### src/rtl/mem_arbiter2_if.sv
`default_nettype none
// ============================================================================
//  Module      : mem_arbiter2_if
//  Description : picorv32-style native memory port (valid/ready, addr,
//                wdata, wstrb, rdata). The requester uses the master modport
//                and the responder uses the slave modport.
//  Revision    : 1.0  initial release
// ============================================================================
interface mem_arbiter2_if #(
   parameter int ADDR_W = 32,
   parameter int DATA_W = 32
);
   logic                valid;
   logic                ready;
   logic [ADDR_W-1:0]   addr;
   logic [DATA_W-1:0]   wdata;
   logic [DATA_W/8-1:0] wstrb;
   logic [DATA_W-1:0]   rdata;

   // Requester side: issues the command, receives completion and read data.
   modport master (output valid, addr, wdata, wstrb, input ready, rdata);
   // Responder side: accepts the command, returns completion and read data.
   modport slave  (input valid, addr, wdata, wstrb, output ready, rdata);
endinterface
`default_nettype wire

### src/rtl/mem_arbiter2.sv
`default_nettype none
// ============================================================================
//  Module      : mem_arbiter2
//  Description : Two-master, single-slave round-robin arbiter for the
//                picorv32 native memory interface. One outstanding
//                transaction; the command fields are latched at grant.
//                Optional macro MEM_ARB_TIMEOUT_EN adds a response timeout
//                that completes a stalled transaction with 32'hDEADBEEF
//                and raises a sticky timeout_err.
//  Revision    : 1.0  initial release
// ============================================================================
module mem_arbiter2 #(
   parameter int ADDR_W  = 32,
   parameter int DATA_W  = 32,
   parameter int TIMEOUT = 1024
) (
   input  wire logic      clock,
   input  wire logic      reset,
   mem_arbiter2_if.slave  m0,
   mem_arbiter2_if.slave  m1,
   mem_arbiter2_if.master mem,
   output logic           busy,
   output logic           owner,
   output logic           timeout_err
);

   localparam int STRB_W = DATA_W / 8;

   typedef enum logic [0:0] {
      ST_IDLE = 1'b0,
      ST_BUSY = 1'b1
   } state_t;

   state_t              state_q, state_d;
   logic                busy_q, busy_d;
   logic                owner_q, owner_d;
   logic                mem_valid_q, mem_valid_d;
   logic [ADDR_W-1:0]   mem_addr_q, mem_addr_d;
   logic [DATA_W-1:0]   mem_wdata_q, mem_wdata_d;
   logic [STRB_W-1:0]   mem_wstrb_q, mem_wstrb_d;

   logic                w_req_any;
   logic                w_winner;
   logic                w_expire;
   logic                w_done;

`ifdef MEM_ARB_TIMEOUT_EN
   localparam int CNT_W = (TIMEOUT > 2) ? $clog2(TIMEOUT) : 1;
   localparam logic [CNT_W-1:0] C_CNT_LAST = CNT_W'(TIMEOUT - 1);
   localparam int FILL_REP = (DATA_W + 31) / 32;
   localparam logic [FILL_REP*32-1:0] C_FILL_WIDE = {FILL_REP{32'hDEADBEEF}};
   localparam logic [DATA_W-1:0] C_FILL = C_FILL_WIDE[DATA_W-1:0];

   logic [CNT_W-1:0]    count_q, count_d;
   logic                terr_q, terr_d;

   // Expiry only when the slave is still silent; a same-cycle mem_ready wins.
   assign w_expire = (state_q == ST_BUSY) && !mem.ready && (count_q == C_CNT_LAST);
`else
   assign w_expire = 1'b0;
`endif

   // Round-robin: on a tie the master that did not own the port last wins.
   assign w_req_any = m0.valid | m1.valid;
   assign w_winner  = (m0.valid & m1.valid) ? ~owner_q : m1.valid;

   // Completion is decided purely by the slave (or expiry); a master that
   // drops valid mid-transaction still receives its ready pulse.
   assign w_done    = (state_q == ST_BUSY) && (mem.ready || w_expire);

   assign m0.ready  = w_done && !owner_q;
   assign m1.ready  = w_done &&  owner_q;

`ifdef MEM_ARB_TIMEOUT_EN
   assign m0.rdata  = (w_expire && !owner_q) ? C_FILL : mem.rdata;
   assign m1.rdata  = (w_expire &&  owner_q) ? C_FILL : mem.rdata;
   assign timeout_err = terr_q;
`else
   assign m0.rdata  = mem.rdata;
   assign m1.rdata  = mem.rdata;
   assign timeout_err = 1'b0;
`endif

   assign mem.valid = mem_valid_q;
   assign mem.addr  = mem_addr_q;
   assign mem.wdata = mem_wdata_q;
   assign mem.wstrb = mem_wstrb_q;
   assign busy      = busy_q;
   assign owner     = owner_q;

   // Next-state logic: grant and latch in IDLE, wait for completion in BUSY.
   always_comb begin
      state_d     = state_q;
      busy_d      = busy_q;
      owner_d     = owner_q;
      mem_valid_d = mem_valid_q;
      mem_addr_d  = mem_addr_q;
      mem_wdata_d = mem_wdata_q;
      mem_wstrb_d = mem_wstrb_q;
`ifdef MEM_ARB_TIMEOUT_EN
      count_d     = count_q;
      terr_d      = terr_q;
`endif
      case (state_q)
         ST_IDLE: begin
            if (w_req_any) begin
               state_d     = ST_BUSY;
               busy_d      = 1'b1;
               mem_valid_d = 1'b1;
               owner_d     = w_winner;
               mem_addr_d  = w_winner ? m1.addr  : m0.addr;
               mem_wdata_d = w_winner ? m1.wdata : m0.wdata;
               mem_wstrb_d = w_winner ? m1.wstrb : m0.wstrb;
`ifdef MEM_ARB_TIMEOUT_EN
               count_d     = '0;
`endif
            end
         end
         ST_BUSY: begin
            // Returning to IDLE forces one idle cycle, so a slave that keeps
            // ready high cannot complete a second transaction by accident.
            if (w_done) begin
               state_d     = ST_IDLE;
               busy_d      = 1'b0;
               mem_valid_d = 1'b0;
`ifdef MEM_ARB_TIMEOUT_EN
               if (w_expire) begin
                  terr_d = 1'b1;
               end
`endif
            end
`ifdef MEM_ARB_TIMEOUT_EN
            else begin
               count_d = count_q + CNT_W'(1);
            end
`endif
         end
         default: begin
            state_d     = ST_IDLE;
            busy_d      = 1'b0;
            mem_valid_d = 1'b0;
         end
      endcase
   end

   // State and registered outputs; owner resets to 1 so master 0 wins the first tie.
   always_ff @(posedge clock) begin
      if (reset) begin
         state_q     <= ST_IDLE;
         busy_q      <= 1'b0;
         owner_q     <= 1'b1;
         mem_valid_q <= 1'b0;
         mem_addr_q  <= '0;
         mem_wdata_q <= '0;
         mem_wstrb_q <= '0;
`ifdef MEM_ARB_TIMEOUT_EN
         count_q     <= '0;
         terr_q      <= 1'b0;
`endif
      end else begin
         state_q     <= state_d;
         busy_q      <= busy_d;
         owner_q     <= owner_d;
         mem_valid_q <= mem_valid_d;
         mem_addr_q  <= mem_addr_d;
         mem_wdata_q <= mem_wdata_d;
         mem_wstrb_q <= mem_wstrb_d;
`ifdef MEM_ARB_TIMEOUT_EN
         count_q     <= count_d;
         terr_q      <= terr_d;
`endif
      end
   end

endmodule
`default_nettype wire
### src/flat_wrapper.sv
// flat-port wrapper written by rule: the top's interface ports become plain ports
module mem_arbiter2_flat 
#(
   parameter int ADDR_W  = 32,
   parameter int DATA_W  = 32,
   parameter int TIMEOUT = 1024
)
  (clock, reset, busy, owner, timeout_err, m0_valid, m0_addr, m0_wdata, m0_wstrb, m0_ready, m0_rdata, m1_valid, m1_addr, m1_wdata, m1_wstrb, m1_ready, m1_rdata, mem_valid, mem_addr, mem_wdata, mem_wstrb, mem_ready, mem_rdata);
  mem_arbiter2_if #(.ADDR_W(ADDR_W), .DATA_W(DATA_W)) m0_i ();
  mem_arbiter2_if #(.ADDR_W(ADDR_W), .DATA_W(DATA_W)) m1_i ();
  mem_arbiter2_if #(.ADDR_W(ADDR_W), .DATA_W(DATA_W)) mem_i ();
  input  wire logic clock;
  input  wire logic reset;
  output logic busy;
  output logic owner;
  output logic timeout_err;
  input wire logic [$bits(m0_i.valid)-1:0] m0_valid;
  input wire logic [$bits(m0_i.addr)-1:0] m0_addr;
  input wire logic [$bits(m0_i.wdata)-1:0] m0_wdata;
  input wire logic [$bits(m0_i.wstrb)-1:0] m0_wstrb;
  output wire logic [$bits(m0_i.ready)-1:0] m0_ready;
  output wire logic [$bits(m0_i.rdata)-1:0] m0_rdata;
  input wire logic [$bits(m1_i.valid)-1:0] m1_valid;
  input wire logic [$bits(m1_i.addr)-1:0] m1_addr;
  input wire logic [$bits(m1_i.wdata)-1:0] m1_wdata;
  input wire logic [$bits(m1_i.wstrb)-1:0] m1_wstrb;
  output wire logic [$bits(m1_i.ready)-1:0] m1_ready;
  output wire logic [$bits(m1_i.rdata)-1:0] m1_rdata;
  output wire logic [$bits(mem_i.valid)-1:0] mem_valid;
  output wire logic [$bits(mem_i.addr)-1:0] mem_addr;
  output wire logic [$bits(mem_i.wdata)-1:0] mem_wdata;
  output wire logic [$bits(mem_i.wstrb)-1:0] mem_wstrb;
  input wire logic [$bits(mem_i.ready)-1:0] mem_ready;
  input wire logic [$bits(mem_i.rdata)-1:0] mem_rdata;
  assign m0_i.valid = m0_valid;
  assign m0_i.addr = m0_addr;
  assign m0_i.wdata = m0_wdata;
  assign m0_i.wstrb = m0_wstrb;
  assign m0_ready = m0_i.ready;
  assign m0_rdata = m0_i.rdata;
  assign m1_i.valid = m1_valid;
  assign m1_i.addr = m1_addr;
  assign m1_i.wdata = m1_wdata;
  assign m1_i.wstrb = m1_wstrb;
  assign m1_ready = m1_i.ready;
  assign m1_rdata = m1_i.rdata;
  assign mem_valid = mem_i.valid;
  assign mem_addr = mem_i.addr;
  assign mem_wdata = mem_i.wdata;
  assign mem_wstrb = mem_i.wstrb;
  assign mem_i.ready = mem_ready;
  assign mem_i.rdata = mem_rdata;
  mem_arbiter2 #(.ADDR_W(ADDR_W), .DATA_W(DATA_W), .TIMEOUT(TIMEOUT)) u_core (.clock(clock), .reset(reset), .m0(m0_i), .m1(m1_i), .mem(mem_i), .busy(busy), .owner(owner), .timeout_err(timeout_err));
endmodule
### config.mk
export PLATFORM = sky130hd
export DESIGN_NAME = mem_arbiter2_flat
export DESIGN_NICKNAME = d
export VERILOG_FILES = /design/src/rtl/mem_arbiter2_if.sv /design/src/rtl/mem_arbiter2.sv /design/src/flat_wrapper.sv
export SDC_FILE = /design/constraint.sdc
export NUM_CORES = 1
export LEC_CHECK = 0
export CAP_MARGIN = 40
export CORE_AREA = 4 4 120 122
export CTS_BUF_LIST = sky130_fd_sc_hd__clkbuf_2
export DETAILED_ROUTE_END_ITERATION = 12
export DIE_AREA = 0 0 124 126
export PLACE_DENSITY = 0.73
export SYNTH_ARGS = -nofsm -noshare
export SYNTH_HDL_FRONTEND = slang
export SYNTH_SLANG_ARGS = --single-unit
### constraint.sdc
create_clock -name clock -period 1.6 [get_ports clock]
set_clock_uncertainty 0.15 [all_clocks]
set_input_delay 0.24 -clock clock [delete_from_list [all_inputs] [get_ports clock]]
set_output_delay 0.24 -clock clock [all_outputs]
set_load 0.005 [all_outputs]
==> results.md <==
- Overall die height: 126 um
- Worst r2r path cells: 7
- Status: finished with violations
- Met2 Wirelength: just over 7000 um
- Leading post-synthesis cells by cell area: sky130_fd_sc_hd__dfxtp_1 (38%), sky130_fd_sc_hd__buf_4 (16%), sky130_fd_sc_hd__nand2_1 (14%)
- Row Count: 42
- Number of DRC markers in iteration 0: roughly 230
- Max Cap Violations: 0
- Die Footprint: 0.0156 sq mm
- # nets final: 808
- Worst min-delay path endpoint: u_core.mem.wdata[24]
- Post-layout minimum cycle time: 1.72 ns
- Class of the most critical setup path: register to register
- Met3 wire len: around 1400 um
- Mapped Avg Cell Area: ~8.1 sq um
- Pwr/cell area: 800 mW/mm^2
- Number of buffers inserted by port buffering: 213
- Total congestion overflow after global routing: 0
- Width of the die: 124 um
- Total CTS buffers: 9
- Syn-to-layout area delta: 66.3%
- Clock transition at the register clock pins on the worst setup and hold paths after CTS: 0.22 ns
- Crit path launch type: register
- Wire length of the first global-routing pass: ~20,000 um
- Worst min-delay path category: primary input to register
- Clock tree from TritonCTS: built
- Initial antenna violation count: 1
- Combined area of all synthesized cells: 0.00375 sq mm
- Number of synthesis warnings: 0
- Max-slew violations: 0
- Number of buffers on the longest clock path: 2
- Pin count of the biggest net entering global routing: 36
- Final cycle utilization of the critical path: 1.08
- Least setup slack across all paths after layout: -0.122 ns
- Reg2Reg Launch Point: u_core.state_q
- Failing checks: setup timing
- Worst Max-Slew Pin Slew: between 0.5 and 0.6 ns
- Post-synthesis sequential area ratio: 0.379
- Hold_sp: m0_wdata[24]
- Final setup violation count: 70
- DP HPWL: about 9100 um
- Required time worst endpoint: 1.90 ns
- Max Clk Rate: ~0.58 GHz
- Synth Instances: 460
- Distinct cell type count after synthesis: 21
- Static Leakage: between 2 and 3 nW
- Via/cell ratio: 4.88
- Fraction of post-synthesis cell area in the top cell type by area: 0.379
- Vias after detailed routing: 3,986
- Share of post-route cells with drive strength above 1: 0.370
- Via count of the first global-routing pass: 3,826
- Unrepaired setup endpoints after global routing: yes
- Routability cong.: 0.737
- Highest ir drop seen on vdd: ~420 uV
- Number of endpoints with negative hold slack in the final report: 0
- Critical R2R Capture: u_core.mem.addr[30]
- Synth Flop Type: sky130_fd_sc_hd__dfxtp_1
- Top Layer Used: met4
- Total iterations of the first detailed-routing run: 4
- Average wire per cell in the routed design: about 19 um
- CTS Root Cell: sky130_fd_sc_hd__clkbuf_2
- Starting density of the core: 0.284
- Critical Path AT: 2.02 ns
- Worst slack at placement: -0.371 ns
- Total routing usage reported by global routing: 0.161
- DRC viols: 0
- Share of synthesized flip-flops with an asynchronous set or reset: 0
- Final-layout worst hold slack: 0.0915 ns
- TritonCTS Sinks: 71
- Synth area leader: sky130_fd_sc_hd__dfxtp_1
- Number of enable flip-flop cells after synthesis: 0
- Std-Cell Core Area: 0.0132 sq mm
- Ports: 311
- Maximum net fanout on the critical path: 9
- R2R setup slack: -0.12 ns
- Post-DRT Antenna Nets: 0
- Worst Hold Depth: 3
- Net count of the mapped netlist: ~630
- Routed metal-1 wire length: roughly 6200 um
- Crit. End Element: register
- Number of register bits inferred by synthesis: between 70 and 80
- H-tree level count: 3
- Wire length after detailed routing: 15,200 um
- Clock insertion delay at the later pin of the skew report: a little over 0.5 ns
- Worst max-slew margin expressed relative to the limit: 0.651
kinds of logic (layout without fill, tap and decap cells):
| group | after synthesis | count (layout) | share of synthesized area |
|---|---|---|---|
| AND/OR/NAND/NOR | 209 | 209 | 0.212 |
| buffers and inverters | 104 | 284 | 0.198 |
| other | 1 | 2 | 0.00100 |
| flip-flops | 71 | 71 | 0.379 |
| AO/OA/AOI/OAI | 75 | 75 | 0.211 |
final cells by class:
type,count,area (sq um)
diodes,1,2.50
clock buffers,9,45.0
clock inverters,7,86.3
fillers,1300,6960
multi-input cells,285,1680
flip-flops and latches,71,1520
well taps,176,220
repair buffers,268,2680
power by group:
part | switching [W] | total, W | internal (W)
Combinational | 0.000713 | 0.00169 | 0.000975
Sequential | 0.0000993 | 0.00208 | 0.00198
Clock | 0.000704 | 0.00121 | 0.000508
worst max path at each step:
stage               cells after the start                    to  slack [ns]            from
floorplan                               6   u_core.mem.addr[23]        0.17    u_core.owner
global placement                        5   u_core.mem.addr[30]       -0.26        m0_valid
detailed placement                      5  u_core.mem.wdata[14]       -0.37        m0_valid
CTS                                     3              m1_ready       -0.17  u_core.state_q
global route                            7  u_core.mem.wdata[29]       -0.21  u_core.state_q
finish                                  7   u_core.mem.addr[30]       -0.12  u_core.state_q
routing by layer:
| metal | vias to the layer above | GRT usage |
|---|---|---|
| met1 | 1868 | 0.186 |
| met5 | - | 0 |
| met2 | 211 | 0.271 |
| met3 | 47 | 0.0439 |
| li1 | 1860 | - |
| met4 | 0 | 0.0838 |
Yosys cell counts, types with 4 or more instances:
cell type	number
sky130_fd_sc_hd__nand2_1	137
sky130_fd_sc_hd__buf_6	4
sky130_fd_sc_hd__buf_2	13
sky130_fd_sc_hd__dfxtp_1	71
sky130_fd_sc_hd__a311oi_1	48
sky130_fd_sc_hd__clkbuf_1	8
sky130_fd_sc_hd__nor2_1	69
sky130_fd_sc_hd__buf_4	78
sky130_fd_sc_hd__a311oi_2	20
cell usage in the layout, fill, tap and decap left out:
| cell type | netlist | routed |
|---|---|---|
| sky130_fd_sc_hd__nand2b_1 | 1 | 1 |
| sky130_fd_sc_hd__buf_8 | 1 | 7 |
| sky130_fd_sc_hd__o21ba_4 | 0 | 1 |
| sky130_fd_sc_hd__buf_2 | 13 | 18 |
| sky130_fd_sc_hd__nand2_1 | 137 | 137 |
| sky130_fd_sc_hd__buf_4 | 78 | 20 |
| sky130_fd_sc_hd__buf_12 | 0 | 8 |
| sky130_fd_sc_hd__o21a_1 | 1 | 1 |
| sky130_fd_sc_hd__and3_4 | 0 | 1 |
| sky130_fd_sc_hd__a211o_1 | 1 | 1 |
| sky130_fd_sc_hd__clkbuf_2 | 0 | 50 |
| sky130_fd_sc_hd__buf_6 | 4 | 4 |
| sky130_fd_sc_hd__dlygate4sd3_1 | 0 | 4 |
| sky130_fd_sc_hd__a311oi_1 | 48 | 35 |
| sky130_fd_sc_hd__nor3b_1 | 1 | 1 |
| sky130_fd_sc_hd__clkdlybuf4s50_1 | 0 | 139 |
| sky130_fd_sc_hd__clkinv_2 | 0 | 2 |
| sky130_fd_sc_hd__inv_6 | 0 | 1 |
| sky130_fd_sc_hd__diode_2 | 0 | 1 |
| sky130_fd_sc_hd__dfxtp_2 | 0 | 68 |
| sky130_fd_sc_hd__a311oi_2 | 20 | 33 |
| sky130_fd_sc_hd__buf_16 | 0 | 4 |
| sky130_fd_sc_hd__clkdlybuf4s15_1 | 0 | 10 |
| sky130_fd_sc_hd__clkdlybuf4s15_2 | 0 | 3 |
| sky130_fd_sc_hd__nor2_1 | 69 | 69 |
| sky130_fd_sc_hd__clkinv_1 | 0 | 2 |
| sky130_fd_sc_hd__conb_1 | 1 | 1 |
| sky130_fd_sc_hd__dfxtp_4 | 0 | 3 |
| sky130_fd_sc_hd__clkbuf_16 | 0 | 10 |
| sky130_fd_sc_hd__a21boi_4 | 1 | 1 |
| sky130_fd_sc_hd__a21oi_1 | 1 | 1 |
| sky130_fd_sc_hd__a21bo_2 | 0 | 1 |
| sky130_fd_sc_hd__o31a_1 | 1 | 1 |
| sky130_fd_sc_hd__bufinv_16 | 0 | 2 |
timing repair:
| action | in CTS | in global routing |
|---|---|---|
| endpoints found under the hold margin | 6 | 0 |
| hold buffers | 4 | 0 |
| resized for setup | 260 | 75 |
| cloned | 2 | 17 |
| pin swaps | 23 | 32 |
| endpoints found under the setup margin | 81 | 123 |
| setup buffers | 12 | 8 |
sequential cells by signal (all words and copies together), names as in the netlist:
signal / count
u_core.state_q: 1
u_core.mem.wstrb: 4
u_core.mem.addr: 32
u_core.owner: 1
u_core.mem.wdata: 32
u_core.mem.valid: 1
critical path, stage by stage (launching register included):
cell                       delay, ns
sky130_fd_sc_hd__dfxtp_4        0.38
sky130_fd_sc_hd__buf_6          0.11
sky130_fd_sc_hd__buf_4          0.14
sky130_fd_sc_hd__o21ba_4        0.25
sky130_fd_sc_hd__buf_12         0.18
sky130_fd_sc_hd__buf_16         0.15
sky130_fd_sc_hd__nor2_1         0.05
sky130_fd_sc_hd__a311oi_2       0.23
through the flow:
step	setup TNS [ns]	total power [W]	instances	cell area (sq um)	utilization
4_1_cts	-7.04	0.00481	792	5980	0.454
5_1_grt	-10.47	0.00526	817	6230	0.472
3_5_place_dp	-21.52	0.00351	758	5550	0.421
2_1_floorplan	0	0.00279	460	3750	-
6_report	-5.19	0.00498	817	6230	0.472
3_3_place_gp	-16.92	0.00347	758	5550	0.421
Note: power is estimated with default switching activity, not from simulation.
